<file path="src/rtl/vga_scanout.sv">
// vga_scanout: 640x480@60 raster timing, frame-buffer read addressing and RGB444/sync output stage.
// Latency: colour, hsync, vsync and vblank trail the counters by 2 clk (1 clk BRAM read + output reg).
// Backpressure: none; free-running raster. en=0 parks the counters at (0,0) and drives idle outputs.
module vga_scanout #(
    parameter int CLK_DIV   = 2,
    parameter int H_VISIBLE = 640,
    parameter int H_FRONT   = 16,
    parameter int H_SYNC    = 96,
    parameter int H_BACK    = 48,
    parameter int V_VISIBLE = 480,
    parameter int V_FRONT   = 10,
    parameter int V_SYNC    = 2,
    parameter int V_BACK    = 33
) (
    input  logic        clk,
    input  logic        rst,
    input  logic        en,
    input  logic [11:0] fg_color,
    input  logic [11:0] bg_color,
    output logic [18:0] fb_raddr,
    input  logic        fb_rdata,
    output logic [3:0]  vga_r,
    output logic [3:0]  vga_g,
    output logic [3:0]  vga_b,
    output logic        vga_hs,
    output logic        vga_vs,
    output logic        vblank,
    output logic        frame_start
);

    // Raster geometry folded into the 10-bit counter domain.
    localparam int H_TOTAL = H_VISIBLE + H_FRONT + H_SYNC + H_BACK;
    localparam int V_TOTAL = V_VISIBLE + V_FRONT + V_SYNC + V_BACK;

    localparam logic [9:0] H_LAST     = 10'(H_TOTAL - 1);
    localparam logic [9:0] V_LAST     = 10'(V_TOTAL - 1);
    localparam logic [9:0] H_VIS_END  = 10'(H_VISIBLE);
    localparam logic [9:0] V_VIS_END  = 10'(V_VISIBLE);
    localparam logic [9:0] H_SYNC_BEG = 10'(H_VISIBLE + H_FRONT);
    localparam logic [9:0] H_SYNC_END = 10'(H_VISIBLE + H_FRONT + H_SYNC);
    localparam logic [9:0] V_SYNC_BEG = 10'(V_VISIBLE + V_FRONT);
    localparam logic [9:0] V_SYNC_END = 10'(V_VISIBLE + V_FRONT + V_SYNC);

    // With CLK_DIV=1 the divider collapses to a single bit that never leaves 0,
    // so the tick compare is permanently true.
    localparam int               DIV_W    = (CLK_DIV > 1) ? $clog2(CLK_DIV) : 1;
    localparam logic [DIV_W-1:0] DIV_LAST = DIV_W'(CLK_DIV - 1);

    logic [DIV_W-1:0] r_div_cnt;
    logic [9:0]       r_h;
    logic [9:0]       r_v;
    logic [18:0]      r_addr;
    logic             r_frame_start;

    // Stage 1: raw timing flags, one clk behind the counters (in step with the BRAM read).
    logic             r_de1;
    logic             r_hs1;
    logic             r_vs1;
    logic             r_vb1;

    // Stage 2: the registered pin drivers.
    logic [11:0]      r_rgb;
    logic             r_hs2;
    logic             r_vs2;
    logic             r_vb2;

    logic             w_tick;
    logic             w_h_last;
    logic             w_v_last;
    logic             w_wrap;
    logic             w_de_raw;
    logic             w_hs_raw;
    logic             w_vs_raw;
    logic             w_vblank_raw;

    assign w_tick       = (r_div_cnt == DIV_LAST);
    assign w_h_last     = (r_h == H_LAST);
    assign w_v_last     = (r_v == V_LAST);
    assign w_wrap       = w_h_last && w_v_last;

    assign w_de_raw     = (r_h < H_VIS_END) && (r_v < V_VIS_END);
    assign w_hs_raw     = !((r_h >= H_SYNC_BEG) && (r_h < H_SYNC_END));
    assign w_vs_raw     = !((r_v >= V_SYNC_BEG) && (r_v < V_SYNC_END));
    assign w_vblank_raw = (r_v >= V_VIS_END);

    // Pixel-rate divider: counts system clocks within one pixel slot.
    always_ff @(posedge clk or posedge rst) begin
        if (rst) begin
            r_div_cnt <= '0;
        end else if (!en || w_tick) begin
            r_div_cnt <= '0;
        end else begin
            r_div_cnt <= r_div_cnt + DIV_W'(1);
        end
    end

    // Horizontal counter: one step per pixel tick, wrapping at the end of the line.
    always_ff @(posedge clk or posedge rst) begin
        if (rst) begin
            r_h <= '0;
        end else if (!en) begin
            r_h <= '0;
        end else if (w_tick) begin
            r_h <= w_h_last ? 10'd0 : r_h + 10'd1;
        end
    end

    // Vertical counter: advances on the tick that wraps the line.
    always_ff @(posedge clk or posedge rst) begin
        if (rst) begin
            r_v <= '0;
        end else if (!en) begin
            r_v <= '0;
        end else if (w_tick && w_h_last) begin
            r_v <= w_v_last ? 10'd0 : r_v + 10'd1;
        end
    end

    // Linear read address: counts visible pixels only, so it equals v*H_VISIBLE+h
    // inside the picture without a multiplier and parks one past the end in vblank.
    always_ff @(posedge clk or posedge rst) begin
        if (rst) begin
            r_addr <= '0;
        end else if (!en) begin
            r_addr <= '0;
        end else if (w_tick) begin
            if (w_wrap) begin
                r_addr <= '0;
            end else if (w_de_raw) begin
                r_addr <= r_addr + 19'd1;
            end
        end
    end

    // Frame marker: tracks the counter wrap itself, not the delayed pixel stream.
    always_ff @(posedge clk or posedge rst) begin
        if (rst) begin
            r_frame_start <= 1'b0;
        end else begin
            r_frame_start <= en && w_tick && w_wrap;
        end
    end

    // Stage 1: capture timing flags alongside the BRAM read; idle flags while disabled.
    always_ff @(posedge clk or posedge rst) begin
        if (rst) begin
            r_de1 <= 1'b0;
            r_hs1 <= 1'b1;
            r_vs1 <= 1'b1;
            r_vb1 <= 1'b0;
        end else if (!en) begin
            r_de1 <= 1'b0;
            r_hs1 <= 1'b1;
            r_vs1 <= 1'b1;
            r_vb1 <= 1'b0;
        end else begin
            r_de1 <= w_de_raw;
            r_hs1 <= w_hs_raw;
            r_vs1 <= w_vs_raw;
            r_vb1 <= w_vblank_raw;
        end
    end

    // Stage 2: colour lookup from the returned pixel bit; black outside the picture.
    always_ff @(posedge clk or posedge rst) begin
        if (rst) begin
            r_rgb <= 12'h000;
            r_hs2 <= 1'b1;
            r_vs2 <= 1'b1;
            r_vb2 <= 1'b0;
        end else begin
            r_rgb <= r_de1 ? (fb_rdata ? fg_color : bg_color) : 12'h000;
            r_hs2 <= r_hs1;
            r_vs2 <= r_vs1;
            r_vb2 <= r_vb1;
        end
    end

    assign fb_raddr    = r_addr;
    assign vga_r       = r_rgb[11:8];
    assign vga_g       = r_rgb[7:4];
    assign vga_b       = r_rgb[3:0];
    assign vga_hs      = r_hs2;
    assign vga_vs      = r_vs2;
    assign vblank      = r_vb2;
    assign frame_start = r_frame_start;

endmodule
</file>
<file path="config.mk">
export PLATFORM = sky130hd
export DESIGN_NAME = vga_scanout
export DESIGN_NICKNAME = d
export VERILOG_FILES = /design/src/rtl/vga_scanout.sv
export SDC_FILE = /design/constraint.sdc
export NUM_CORES = 1
export LEC_CHECK = 0
export ABC_AREA = 1
export CAP_MARGIN = 20
export CORE_UTILIZATION = 35
export DETAILED_ROUTE_END_ITERATION = 10
export SLEW_MARGIN = 20
export SYNTH_ARGS = -nofsm -noshare
export SYNTH_HDL_FRONTEND = slang
export SYNTH_SLANG_ARGS = --single-unit
</file>
<file path="constraint.sdc">
create_clock -name clk -period 2.45 [get_ports clk]
set_input_delay 0.6125 -clock clk [delete_from_list [all_inputs] [get_ports clk]]
set_output_delay 0.6125 -clock clk [all_outputs]
set_load 0.005 [all_outputs]
</file>
**Word-level counts from Yosys, hierarchy flattened**

Cells that the tools add are included.

- Flip-flop bits (word level): 60
- Bits of input ports: 28
- Output and inout port bits: 35

- $add $sub $neg: 4
- $lt $le $gt $ge: 7
- Equal/unequal tests: 5
- Multiplexer cells: 17
- Reductions and logical operators: 12

Operators by type and width:

| cell | number |
|---|---|
| $mux 19 | 4 |
| $mux 10 | 6 |
| $mux 12 | 2 |
| $add 10x1->10 const B | 2 |
| $eq 10x10->1 const B | 2 |
| $ge 10x9->1 const B | 2 |
| $lt 10x10->1 const B | 2 |
| $lt 10x9->1 const B | 2 |
| $add 19x1->19 const B | 1 |
| $ge 10x10->1 const B | 1 |
| $logic_and 1x1->1 | 7 |
| $mux 1 | 5 |
| $ne 2x1->1 const B | 2 |
| $logic_not 1->1 | 3 |
| $ne 3x1->1 const B | 1 |
| $reduce_and 2->1 | 1 |
| $add 1x1->1 const B | 1 |
| $logic_or 1x1->1 | 1 |

**Logic depth before layout (Yosys ltp)**

- Word-level depth: 6
- Gate-level depth with buffers: 10
- Mapped depth without buffers: 10

**Least setup slack after synthesis**

OpenSTA, ideal clock, no wires.

- Path type: flip-flop to flip-flop
- Start: reg r_addr[0], in the netlist fb_raddr[0]
- End: reg r_addr[16], in the netlist fb_raddr[16]
- Setup time: 0.065 ns
- Arrival time: 1.462 ns
- Required time: 2.385 ns
- Slack: 0.923 ns
- Cell stages (with the launch flop): 10
- Buffers on the path: 0
- Path through: dfrtp_1 -> ha_1 -> nand2_1 -> nor2_1 -> nand2_1 -> o21ai_0 -> nand3_1 -> nor2_1 -> nand2_1 -> nand2_1

- Longest elaborated chain between the ends: 5

Ends and longest elaborated chain:

| element | RTL line | text |
|---|---|---|
| start, declared | 52 | `logic [18:0] r_addr;` |
| start signal, assigned | 130 | `r_addr <= r_addr + 19'd1;` |
| $add 19x1->19 | 130 |  |
| $mux 19 | 129 | `end else if (w_de_raw) begin` |
| $mux 19 | 127 | `if (w_wrap) begin` |
| $mux 19 | 126 | `end else if (w_tick) begin` |
| $mux 19 | 124 | `end else if (!en) begin` |

No other way between the ends. The select of a mux whose other input is x is not followed.
A chain may end at the register's enable or synchronous reset.

**Worst setup path in the final report**

- Start: reg r_addr[0], in the netlist fb_raddr[0]
- End: out fb_raddr[0]

RTL lines:

| element | RTL line | text |
|---|---|---|
| end, declared | 20 | `output logic [18:0] fb_raddr,` |

No word-level cell between the ends.

==> flow_summary.toml <==
[yosys]
synth_compound_area_share_pct = 9.61
ys_seq_area_share_pct = 46.5
async_flop_share_pct = 100
yosys_most_used_dff = "dfrtp_1"
netlist_area_mm2 = 0.00324
synthMuxAreaShare_pct = 0
synth-edff-count = 0
synth_fa_ha_area_share_pct = 2.31
synth_cell_types = 34
ys_seq_elements = 60
synth_top_area_share_pct = 43.2
syn_area_per_cell_um2 = 7.78
synth_xor_xnor_area_share_pct = 3.24
synth-warning-count = 0
syn_inst = 417
synth_top_family_by_area = "simple AND/OR/NAND/NOR gates"
synth_nets = 451
synth-simple-area-share_pct = 31.2
synth.largest_area_cell = "dfrtp_1"
synthTopCellsByCount = "nand2_1 (100), nor2_1 (64), dfrtp_1 (56)"
synth.most_common_cell = "nand2_1"
yosys-top-cells-area = "dfrtp_1 (43%), nand2_1 (12%), nor2_1 (7.4%)"

[outcome]
status = "finished with violations"
violations = "DRC"

[floorplan]
die-area_mm2 = 0.00966
core.rowCount = 34
io_pins = 63
die_y_um = 98.3
start_util_pct = 36.7
coreArea_mm2 = 0.00885
fp.dieW_um = 98.3

[clocking]
cts_sinks = 60
cts_max_level = 3
clk_pin_slew_ps = 70
insertion_delay_ps = 340
root_buffer = "clkbuf_8"
cts_buffer_depth = 2
cts_tree = "done"
cts_setup_buffers = 0
holdBufCountCts = 0
post_cts.resized_instances = 0
cts-buffers-inserted = 9

[setup_path]
crit_family = "buffers and inverters"
reg2regPathDepth = 10
path_class = "reg2out"
end_kind = "output port"
crit_required_ps = 1840
cpMaxStageDelayCell = "clkdlybuf4s50_1"
cp_num_cells = 1
crit_path_max_incr_delay_ps = 550
cp-start-kind = "register"
path_cells = "clkdlybuf4s50_1"
critPathMaxFanout = 9
crit_arrival_ps = 1390
path_buf_inv = 1

[placed_design]
place.gp.congestion = 0.819
dp_cells = 582
portBuffers = 62
dpl_cell_area_mm2 = 0.00398
hpwl_um = 5260

[detailed_routing]
postRouteAntennaNets = 0
drt_iter0_drc = 119
wirelength_um = 7430
avgViaCountPerCell = 4.90
wl_per_cell_um = 12.4
dr_total_vias = 2932
drt-pass1-iter-count = 10
drc = 6

[power_and_ir_drop]
ir_worst_vdd_uv = 190
cellPowerDensity_mw_per_mm2 = 506
leakagePower_nw = 1.80

[layout]
nNetsFinal = 519
area_delta_synth_final_pct = 28.4
finalInstanceArea_mm2 = 0.00416
drive_above_1_share_pct = 9.18
nFillCells = 886
multi_input_area_mm2 = 0.00150
antennaDiodeCount = 0
final-seq-area_mm2 = 0.00151
fin_cells = 598

[sta]
relSlewSlack_pct = 63.0
max_freq_ghz = 0.500
fin_crit_sh_pct = 81.6
tightest_slew_ps = 553
tns_ps = 0
final-setup-viol-count = 0
hold_viol = 0
rsz0062_at_grt = "no"
drv_slew = 0
skew_ps = 9.73
period_needed_ps = 2000

[global_routing]
grt_max_degree = 61
grt.total_usage_pct = 16.4
grt_pass1_vias = 2715
grt.busiest_layer = "met2"
grt_overflow = 0
antenna_found_initial = 0
grt_use_met2_pct = 26.9
grt_pass1_wl_um = 12600
grt_use_met3_pct = 4.51
use_met1_pct = 20.9

[hold_path]
hold_class = "reg2reg"
hold_depth = 0

[flow_run]
max_cap_viol_count = 0
## cells in the final DEF, fill, tap and decap left out, types with 2 or more instances in the layout
cell             count
a21oi_1              6
buf_4                3
clkbuf_1             2
clkbuf_8             9
clkdlybuf4s50_1     62
clkinv_1             2
clkinv_2             3
dfrtp_1             56
dfstp_2              4
ha_1                 6
inv_1               40
inv_2                4
nand2_1            100
nand2_4              2
nand3_1             27
nand3_2              3
nand4_1             16
nor2_1              64
nor2_2               3
nor3_1               3
o21ai_0             29
o21ai_1             13
o21ai_2              5
o22ai_1              3
or2_2                2
xnor2_1              4
xor2_1               8
## cell type report
class	count	share of cell area, %
well taps	108	3.25
multi-input cells	302	36.1
clock inverters	5	1.26
clock buffers	11	3.16
repair buffers	66	15.9
inverters	46	4.15
flip-flops and latches	60	36.2
## routing by layer
layer  part of all wire [%]  vias to the layer above
met5                      0                        -
met4                   0.91                        0
met3                    4.7                        6
met2                     47                       77
met1                     47                     1359
li1                       -                     1490
## flip-flops by register name (all words and copies together) (netlist names)
| name | flops |
|---|---|
| frame_start | 1 |
| r_vs1 | 1 |
| r_vb1 | 1 |
| r_rgb | 12 |
| vga_vs | 1 |
| r_v | 10 |
| r_h | 10 |
| fb_raddr | 19 |
| vblank | 1 |
| r_de1 | 1 |
| vga_hs | 1 |
| r_div_cnt | 1 |
| r_hs1 | 1 |
## power breakdown
group | switching (mW) | leakage (nW) | internal, mW
logic | 0.102 | 0.900 | 0.0995
registers | 0.0221 | 0.802 | 1.02
clock network | 0.400 | 0.0931 | 0.465
## final timing paths
check	end	from	slack (ps)
max	fb_raddr[0]	fb_raddr[0]$_DFFE_PP0P_	450
min	vblank$_DFF_PP0_	r_vb1$_DFF_PP0_	350
max reg2reg	fb_raddr[16]$_DFFE_PP0P_	r_v[1]$_DFFE_PP0P_	610
min reg2reg	vblank$_DFF_PP0_	r_vb1$_DFF_PP0_	350
max in group asynchronous	r_vs1$_DFF_PP1_	rst	1470
min in group asynchronous	r_v[7]$_DFFE_PP0P_	rst	620
## metrics by stage
| stage | worst slack [ps] | utilization, % | total power, mW | hold slack (ps) |
|---|---|---|---|---|
| finish | 451 | 47.1 | 2.11 | 349 |
| global route | 362 | 47.1 | 2.21 | 361 |
| CTS | 431 | 47.1 | 2.14 | 352 |
| detailed placement | 270 | 45.0 | 1.26 | 336 |
| global placement | 326 | 45.0 | 1.26 | 337 |
| floorplan | 359 | - | 1.16 | 331 |
## kinds of logic (layout without fill, tap and decap cells)
kind of cell	after synthesis	in the layout
simple gates	227	227
flops	60	60
compound gates	57	57
buf+inv	55	128
xor+xnor	12	12
fa+ha+maj	6	6
No activity file was read; power rests on OpenSTA's default activity.
